### src/rtl/multicycle_controller.sv
// Main control FSM for the multicycle RV32I core: sequences fetch, decode, execute,
// memory and writeback over the shared datapath. Build option: ILLEGAL_TRAP_EN.
module multicycle_controller #(
  parameter int STATE_W = 4
) (
  input  logic               clk,
  input  logic               rst_n,
  input  logic [6:0]         opcode,
  input  logic [2:0]         funct3,
  input  logic               funct7b5,
  input  logic               zero,
  input  logic               mem_ready,
  output logic               pc_write,
  output logic               ir_write,
  output logic               adr_src,
  output logic               mem_write,
  output logic               reg_write,
  output logic [2:0]         imm_src,
  output logic [1:0]         alu_src_a,
  output logic [1:0]         alu_src_b,
  output logic [2:0]         alu_control,
  output logic [1:0]         result_src,
  output logic               instr_retired,
  output logic               trap,
  output logic [STATE_W-1:0] state
);

  localparam logic [6:0] OP_LOAD   = 7'b0000011;
  localparam logic [6:0] OP_STORE  = 7'b0100011;
  localparam logic [6:0] OP_RTYPE  = 7'b0110011;
  localparam logic [6:0] OP_ITYPE  = 7'b0010011;
  localparam logic [6:0] OP_BRANCH = 7'b1100011;
  localparam logic [6:0] OP_JAL    = 7'b1101111;
  localparam logic [6:0] OP_JALR   = 7'b1100111;
  localparam logic [6:0] OP_LUI    = 7'b0110111;

`ifdef ILLEGAL_TRAP_EN
  typedef enum logic [STATE_W-1:0] {
    S_FETCH, S_DECODE, S_MEMADR, S_MEMREAD, S_MEMWB, S_MEMWRITE, S_EXEC_R,
    S_EXEC_I, S_ALUWB, S_BRANCH, S_JALR, S_JAL, S_LUI, S_TRAP
  } state_t;
`else
  typedef enum logic [STATE_W-1:0] {
    S_FETCH, S_DECODE, S_MEMADR, S_MEMREAD, S_MEMWB, S_MEMWRITE, S_EXEC_R,
    S_EXEC_I, S_ALUWB, S_BRANCH, S_JALR, S_JAL, S_LUI
  } state_t;
`endif

  typedef enum logic [1:0] {
    ALU_OP_ADD,
    ALU_OP_SUB,
    ALU_OP_FUNCT
  } alu_op_t;

  state_t  state_q;
  state_t  state_d;
  alu_op_t alu_op;

  logic pc_write_raw;
  logic ir_write_raw;
  logic mem_write_raw;
  logic reg_write_raw;
  logic retire_raw;
  logic trap_raw;

  always_ff @(posedge clk or negedge rst_n) begin
    if (!rst_n) state_q <= S_FETCH;
    else        state_q <= state_d;
  end

  always_comb begin
    state_d       = state_q;
    pc_write_raw  = 1'b0;
    ir_write_raw  = 1'b0;
    mem_write_raw = 1'b0;
    reg_write_raw = 1'b0;
    trap_raw      = 1'b0;
    adr_src       = 1'b0;
    alu_src_a     = 2'b00;
    alu_src_b     = 2'b00;
    alu_op        = ALU_OP_ADD;
    result_src    = 2'b00;
    case (state_q)
      S_FETCH: begin
        alu_src_b    = 2'b10;
        result_src   = 2'b10;
        pc_write_raw = mem_ready;
        ir_write_raw = mem_ready;
        if (mem_ready) state_d = S_DECODE;
      end
      S_DECODE: begin
        // Computes old_pc + imm now so branch/jal targets are ready later.
        alu_src_a = 2'b01;
        alu_src_b = 2'b01;
        case (opcode)
          OP_LOAD, OP_STORE: state_d = S_MEMADR;
          OP_RTYPE:          state_d = S_EXEC_R;
          OP_ITYPE:          state_d = S_EXEC_I;
          OP_BRANCH:         state_d = S_BRANCH;
          OP_JAL:            state_d = S_JAL;
          OP_JALR:           state_d = S_JALR;
          OP_LUI:            state_d = S_LUI;
`ifdef ILLEGAL_TRAP_EN
          default:           state_d = S_TRAP;
`else
          default:           state_d = S_FETCH;
`endif
        endcase
      end
      S_MEMADR: begin
        alu_src_a = 2'b10;
        alu_src_b = 2'b01;
        state_d   = (opcode == OP_STORE) ? S_MEMWRITE : S_MEMREAD;
      end
      S_MEMREAD: begin
        adr_src = 1'b1;
        if (mem_ready) state_d = S_MEMWB;
      end
      S_MEMWB: begin
        result_src    = 2'b01;
        reg_write_raw = 1'b1;
        state_d       = S_FETCH;
      end
      S_MEMWRITE: begin
        adr_src       = 1'b1;
        mem_write_raw = 1'b1;
        if (mem_ready) state_d = S_FETCH;
      end
      S_EXEC_R: begin
        alu_src_a = 2'b10;
        alu_op    = ALU_OP_FUNCT;
        state_d   = S_ALUWB;
      end
      S_EXEC_I: begin
        alu_src_a = 2'b10;
        alu_src_b = 2'b01;
        alu_op    = ALU_OP_FUNCT;
        state_d   = S_ALUWB;
      end
      S_ALUWB: begin
        reg_write_raw = 1'b1;
        state_d       = S_FETCH;
      end
      S_BRANCH: begin
        alu_src_a = 2'b10;
        alu_op    = ALU_OP_SUB;
        case (funct3)
          3'b000:  pc_write_raw = zero;
          3'b001:  pc_write_raw = ~zero;
          default: pc_write_raw = 1'b0;
        endcase
        state_d = S_FETCH;
      end
      S_JALR: begin
        // Target rd1 + imm lands in alu_out; JAL then loads it and forms the link.
        alu_src_a = 2'b10;
        alu_src_b = 2'b01;
        state_d   = S_JAL;
      end
      S_JAL: begin
        alu_src_a    = 2'b01;
        alu_src_b    = 2'b10;
        pc_write_raw = 1'b1;
        state_d      = S_ALUWB;
      end
      S_LUI: begin
        result_src    = 2'b11;
        reg_write_raw = 1'b1;
        state_d       = S_FETCH;
      end
`ifdef ILLEGAL_TRAP_EN
      S_TRAP: begin
        trap_raw = 1'b1;
        state_d  = S_TRAP;
      end
`endif
      default: state_d = S_FETCH;
    endcase
  end

  assign retire_raw = (state_q != S_FETCH) && (state_d == S_FETCH);

  // Reset gates every enable so an aborted instruction leaves no partial write.
  assign pc_write      = pc_write_raw  & rst_n;
  assign ir_write      = ir_write_raw  & rst_n;
  assign mem_write     = mem_write_raw & rst_n;
  assign reg_write     = reg_write_raw & rst_n;
  assign instr_retired = retire_raw    & rst_n;
  assign trap          = trap_raw      & rst_n;
  assign state         = state_q;

  always_comb begin
    alu_control = 3'b000;
    case (alu_op)
      ALU_OP_ADD: alu_control = 3'b000;
      ALU_OP_SUB: alu_control = 3'b001;
      default: begin
        case (funct3)
          3'b000:  alu_control = (opcode[5] & funct7b5) ? 3'b001 : 3'b000;
          3'b010:  alu_control = 3'b101;
          3'b100:  alu_control = 3'b100;
          3'b110:  alu_control = 3'b011;
          3'b111:  alu_control = 3'b010;
          default: alu_control = 3'b000;
        endcase
      end
    endcase
  end

  always_comb begin
    imm_src = 3'b000;
    case (opcode)
      OP_STORE:  imm_src = 3'b001;
      OP_BRANCH: imm_src = 3'b010;
      OP_JAL:    imm_src = 3'b011;
      OP_LUI:    imm_src = 3'b100;
      default:   imm_src = 3'b000;
    endcase
  end

endmodule

### config.mk
export PLATFORM = sky130hd
export DESIGN_NAME = multicycle_controller
export DESIGN_NICKNAME = d
export VERILOG_FILES = /design/src/rtl/multicycle_controller.sv
export SDC_FILE = /design/constraint.sdc
export NUM_CORES = 1
export LEC_CHECK = 0
export CORE_MARGIN = 1.5
export CORE_UTILIZATION = 34
export CTS_CLUSTER_DIAMETER = 30
export DETAILED_ROUTE_END_ITERATION = 8
export GPL_ROUTABILITY_DRIVEN = 0
export HOLD_SLACK_MARGIN = 0.03
export PLACE_DENSITY = 0.87
export RECOVER_POWER = 25
export SYNTH_ARGS = -nofsm -noshare
export SYNTH_HDL_FRONTEND = slang
export SYNTH_SLANG_ARGS = --single-unit
### constraint.sdc
create_clock -name clk -period 2.28 [get_ports clk]
set_clock_uncertainty 0.15 [all_clocks]
set_input_delay 0.684 -clock clk [delete_from_list [all_inputs] [get_ports clk]]
set_output_delay 0.684 -clock clk [all_outputs]
set_load 0.03 [all_outputs]
==> impl_metrics.yaml, run 1 <==
clock_tree:
  clock_tree.buffer_depth: 2
  cts_root_buf: "sky130_fd_sc_hd__clkbuf_4"
  cts_sinks: 4
  tritoncts_buffers: 3
  h-tree-depth: 1
outcome:
  toolErrorMsg: "[ERROR DPL-0038] Utilization greater than 100%, impossible to legalize"
  stop_stage: "global routing"
  status: "did not finish"
die:
  die_width_um: 47.2
  rows: 15
  chipHeight_um: 47.2
  initial_core_util: 0.373
  pin_count: 38
yosys:
  syn-num-nets: 111
  synth_seq_area_share: 0.150
  synth_cells: 96
  synth.area.top_cells: "sky130_fd_sc_hd__dfrtp_1, sky130_fd_sc_hd__nand2_1, sky130_fd_sc_hd__nor2_1"
  synth-edff-count: 0
  ys.warnings.count: 0
  ys_ff_latch: 4
  synth_commonest_cells: "sky130_fd_sc_hd__nand2_1, sky130_fd_sc_hd__nor2_1, sky130_fd_sc_hd__inv_1"
  postSynth.asyncResetShare: 1.00
  post_syn_area_per_cell_um2: 6.93
  netlist.area_leader.share: 0.150
  syn-cell-area_um2: 666
  ys_types: 38
  yosysTopAreaCell: "sky130_fd_sc_hd__dfrtp_1"
  ys.flop_type: "sky130_fd_sc_hd__dfrtp_1"
sta:
  timing.worst_endpoint.kind: "top-level output"
  grt_repair_worst_endpoint: "instr_retired"
placed_design:
  detailed_place_hpwl_um: 2030
  port-buffer-count: 36
grt:
  pin_count_of_the_biggest_net_entering_global_routing: 10
through the flow:
stage               utilization  area, um2  worst slack (ns)  cells  setup TNS, ns
floorplan                     -        764            -0.411     96         -0.685
global placement          0.739       1320            -0.815    184          -4.12
detailed placement        0.739       1320            -0.883    184          -4.53
CTS                       0.866       1540            -0.677    192          -2.01
logic make-up after synthesis:
family	Yosys count	synth area share
AOI/OAI and AO/OA	21	0.244
buffers and inverters	12	0.0865
other	1	0.00563
and+or+nand+nor	53	0.447
xor gates and xnor gates	5	0.0658
DFF	4	0.150
timing repair:
action,4_1_cts
hold endpoints to repair,0
resized for setup,96
pin swaps,15
setup endpoints to repair,16
hold buffers,0
buffers inserted,5
==> run 2: changes to the inputs <==
==> config.mk (replaced) <==
export PLATFORM = sky130hd
export DESIGN_NAME = multicycle_controller
export DESIGN_NICKNAME = d
export VERILOG_FILES = /design/src/rtl/multicycle_controller.sv
export SDC_FILE = /design/constraint.sdc
export NUM_CORES = 1
export LEC_CHECK = 0
export CORE_AREA = 2 2 63 65
export DETAILED_ROUTE_END_ITERATION = 8
export DIE_AREA = 0 0 65 67
export GPL_ROUTABILITY_DRIVEN = 0
export PLACE_DENSITY_LB_ADDON = 0.15
export RECOVER_POWER = 25
export SYNTH_ARGS = -nofsm -noshare
export SYNTH_HDL_FRONTEND = slang
export SYNTH_SLANG_ARGS = --single-unit
==> constraint.sdc (replaced) <==
create_clock -name clk -period 2.95 [get_ports clk]
set_clock_uncertainty 0.15 [all_clocks]
set_input_delay 0.885 -clock clk [delete_from_list [all_inputs] [get_ports clk]]
set_output_delay 0.885 -clock clk [all_outputs]
set_load 0.03 [all_outputs]
==> impl_metrics.yaml, run 2 <==
grt:
  pin_count_of_the_biggest_net_entering_global_routing: 11
  use_met3: 0.0118
  wire_length_of_the_first_global_routing_pass_um: 4130
  grtUsageMet1: 0.143
  number_of_antenna_violations_at_the_first_check_in_global_routing: 0
  grt_usage: 0.117
  most_crowded_layer_after_global_routing: "met2"
  grt_pass1_vias: 935
  grtUsageMet2: 0.222
  gr-total-overflow: 0
die:
  initial_core_util: 0.185
  die_width_um: 65
  chipHeight_um: 67
  rows: 22
  design.die.area_um2: 4360
  coreArea_um2: 3610
  pin_count: 38
setup_path:
  worst_ep_required_time_ns: 1.92
  timing.critical_path.to_type: "primary output"
  critical-path-top-cell-by-count: "sky130_fd_sc_hd__buf_6"
  worstPathMaxFanout: 3
  worst_path_largest_cell_delay_ns: 0.41
  worstPathArrival_ns: 2.17
  worst_setup_path_start_kind: "input pin"
  cpMaxStageDelayCell: "sky130_fd_sc_hd__or3_4"
  critical_path_class: "in -> out"
  worstPathCellList: "buf_6, or3_4, buf_4, a211o_1, o311ai_4, nor4_4, buf_6"
yosys:
  yosysTopAreaCell: "sky130_fd_sc_hd__dfrtp_1"
  synth_top_family_by_area: "simple AND/OR/NAND/NOR gates"
  ys_ff_latch: 4
  post_syn_area_per_cell_um2: 6.93
  synth.area.top_cells: "sky130_fd_sc_hd__dfrtp_1, sky130_fd_sc_hd__nand2_1, sky130_fd_sc_hd__nor2_1"
  synth_compound_gate_area_share: 0.244
  synth_cells: 96
  post_synth_xor_area_fraction: 0.0658
  ys.warnings.count: 0
  synth-edff-count: 0
  synth_commonest_cells: "sky130_fd_sc_hd__nand2_1, sky130_fd_sc_hd__nor2_1, sky130_fd_sc_hd__inv_1"
  postSynth.asyncResetShare: 1.00
  syn-cell-area_um2: 666
  ys.flop_type: "sky130_fd_sc_hd__dfrtp_1"
  synth_seq_area_share: 0.150
  synthSimpleGateAreaFrac: 0.447
  netlist.area_leader.share: 0.150
  synth.mux.area_fraction: 0
  synth_area_in_adders: 0
  ys_types: 38
  syn-num-nets: 111
layout:
  layoutNonFillerInstCount: 207
  antenna-diode-count: 0
  area_growth_pct: 99.2
  post-route-util: 0.368
  largest_register_ffs: 4
  mostFrequentLayoutCells: "sky130_fd_sc_hd__buf_4, sky130_fd_sc_hd__nand2_1, sky130_fd_sc_hd__nor2_1"
  final_nets: 176
  layout-drive-gt1-share: 0.434
  post-route-cell-area_um2: 1330
  most_common_cell_after_layout_fill_and_taps_aside: "sky130_fd_sc_hd__buf_4"
job:
  drv_cap: 0
detailed_routing:
  route.vias.total: 914
  post_dr_wirelength_cell_um: 11.6
  route.antenna.remaining_nets: 0
  post-route-drc-count: 0
  pre_repair_dr_iteration_count: 4
  totalWireLength_um: 2410
  detailedRoute.firstIterationViolations: 35
  detail_route.vias_per_cell: 4.42
sta:
  report.final.hold_viol_count: 0
  finalMaxSlewViolations: 0
  unrepaired_setup_endpoints_after_global_routing: "yes"
  timing.final.crit_share: 1.09
  maxClockFrequency_ghz: 0.312
  finalHoldWorstSlack_ns: 0.596
  final_critical_period_ns: 3.20
  timing.final.ws_setup_ns: -0.251
  setup_viol: 1
hold_path:
  hp-class: "reg -> reg"
outcome:
  violations: "negative setup slack"
  status: "finished with violations"
power:
  vdd_drop_max_mv: 0.174
  power.density_nw_per_um2: 659
  static-leakage-power_nw: 0.632
clock_tree:
  cts_sinks: 4
  tritoncts_buffers: 3
  clk-insertion-delay-late_ns: 0.21
  clock_tree.buffer_depth: 2
  clkTransAtPathRegs_ns: 0.03
  cts_tree: "yes"
  h-tree-depth: 1
  cts_root_buf: "sky130_fd_sc_hd__clkbuf_8"
  postCtsHoldBufs: 0
placed_design:
  placement.cell_area_um2: 1240
  port-buffer-count: 36
  detailed_place_hpwl_um: 2010
  place_inst: 201
-- run 2: repair_timing --
item,4_1_cts,5_1_grt
pin swaps,11,7
setup buffers,2,1
resized for setup,50,9
setup endpoints to repair,8,7
-- run 2: through the flow --
stage | setup slack, ns | TNS, ns | total power [mW]
final | -0.251 | -0.251 | 0.874
after global routing | -0.295 | -0.364 | 0.936
after CTS | -0.424 | -0.424 | 0.879
after detailed placement | -0.659 | -1.81 | 0.752
after global placement | -0.602 | -1.67 | 0.750
after floorplan | -0.143 | -0.143 | 0.488
-- run 2: worst paths after layout --
| kind | endpoint | slack [ns] | startpoint | cells past startpoint |
|---|---|---|---|---|
| setup / recovery | instr_retired | -0.25 | opcode[2] | 7 |
| hold / removal | state[0]$_DFF_PN0_ | 0.60 | state[2]$_DFF_PN0_ | 3 |
| setup reg to reg | state[1]$_DFF_PN0_ | 1.05 | state[1]$_DFF_PN0_ | 4 |
| hold reg to reg | state[0]$_DFF_PN0_ | 0.60 | state[2]$_DFF_PN0_ | 3 |
| max in group asynchronous | state[2]$_DFF_PN0_ | 1.86 | rst_n | 2 |
| min in group asynchronous | state[3]$_DFF_PN0_ | 0.61 | rst_n | 2 |
-- run 2: layout make-up --
cell class	count	area [um2]
clock buffers	3	41.3
fillers	385	2280
inverters	6	22.5
multi-input cells	80	572
flip-flops and latches	4	100
well taps	48	60.1
repair buffers	66	531
-- run 2: layer usage --
metal	vias to the layer above	wire length, um
li1	473	-
met2	24	1230
met4	0	0
met3	0	86
met1	417	1100
met5	-	0
-- run 2: cells by family after synthesis --
logic type / after synthesis
AND/OR/NAND/NOR: 53
AO/OA/AOI/OAI: 21
buffers and inverters: 12
XOR/XNOR: 5
flip-flops: 4
other: 1
-- run 2: worst max-delay path: cells and delay by family --
kind | cells | cell delay [ns]
AND/OR/NAND/NOR | 2 | 0.47
AO/OA/AOI/OAI | 2 | 0.42
buffers and inverters | 3 | 0.38
-- run 2: power by group --
group,switching [mW],leakage (nW),internal [mW]
Clock,0.0246,0.0216,0.0867
Combinational,0.379,0.556,0.288
Sequential,0.0267,0.0539,0.0688
Total,0.430,0.632,0.444
(Power assumes the default switching activity.)
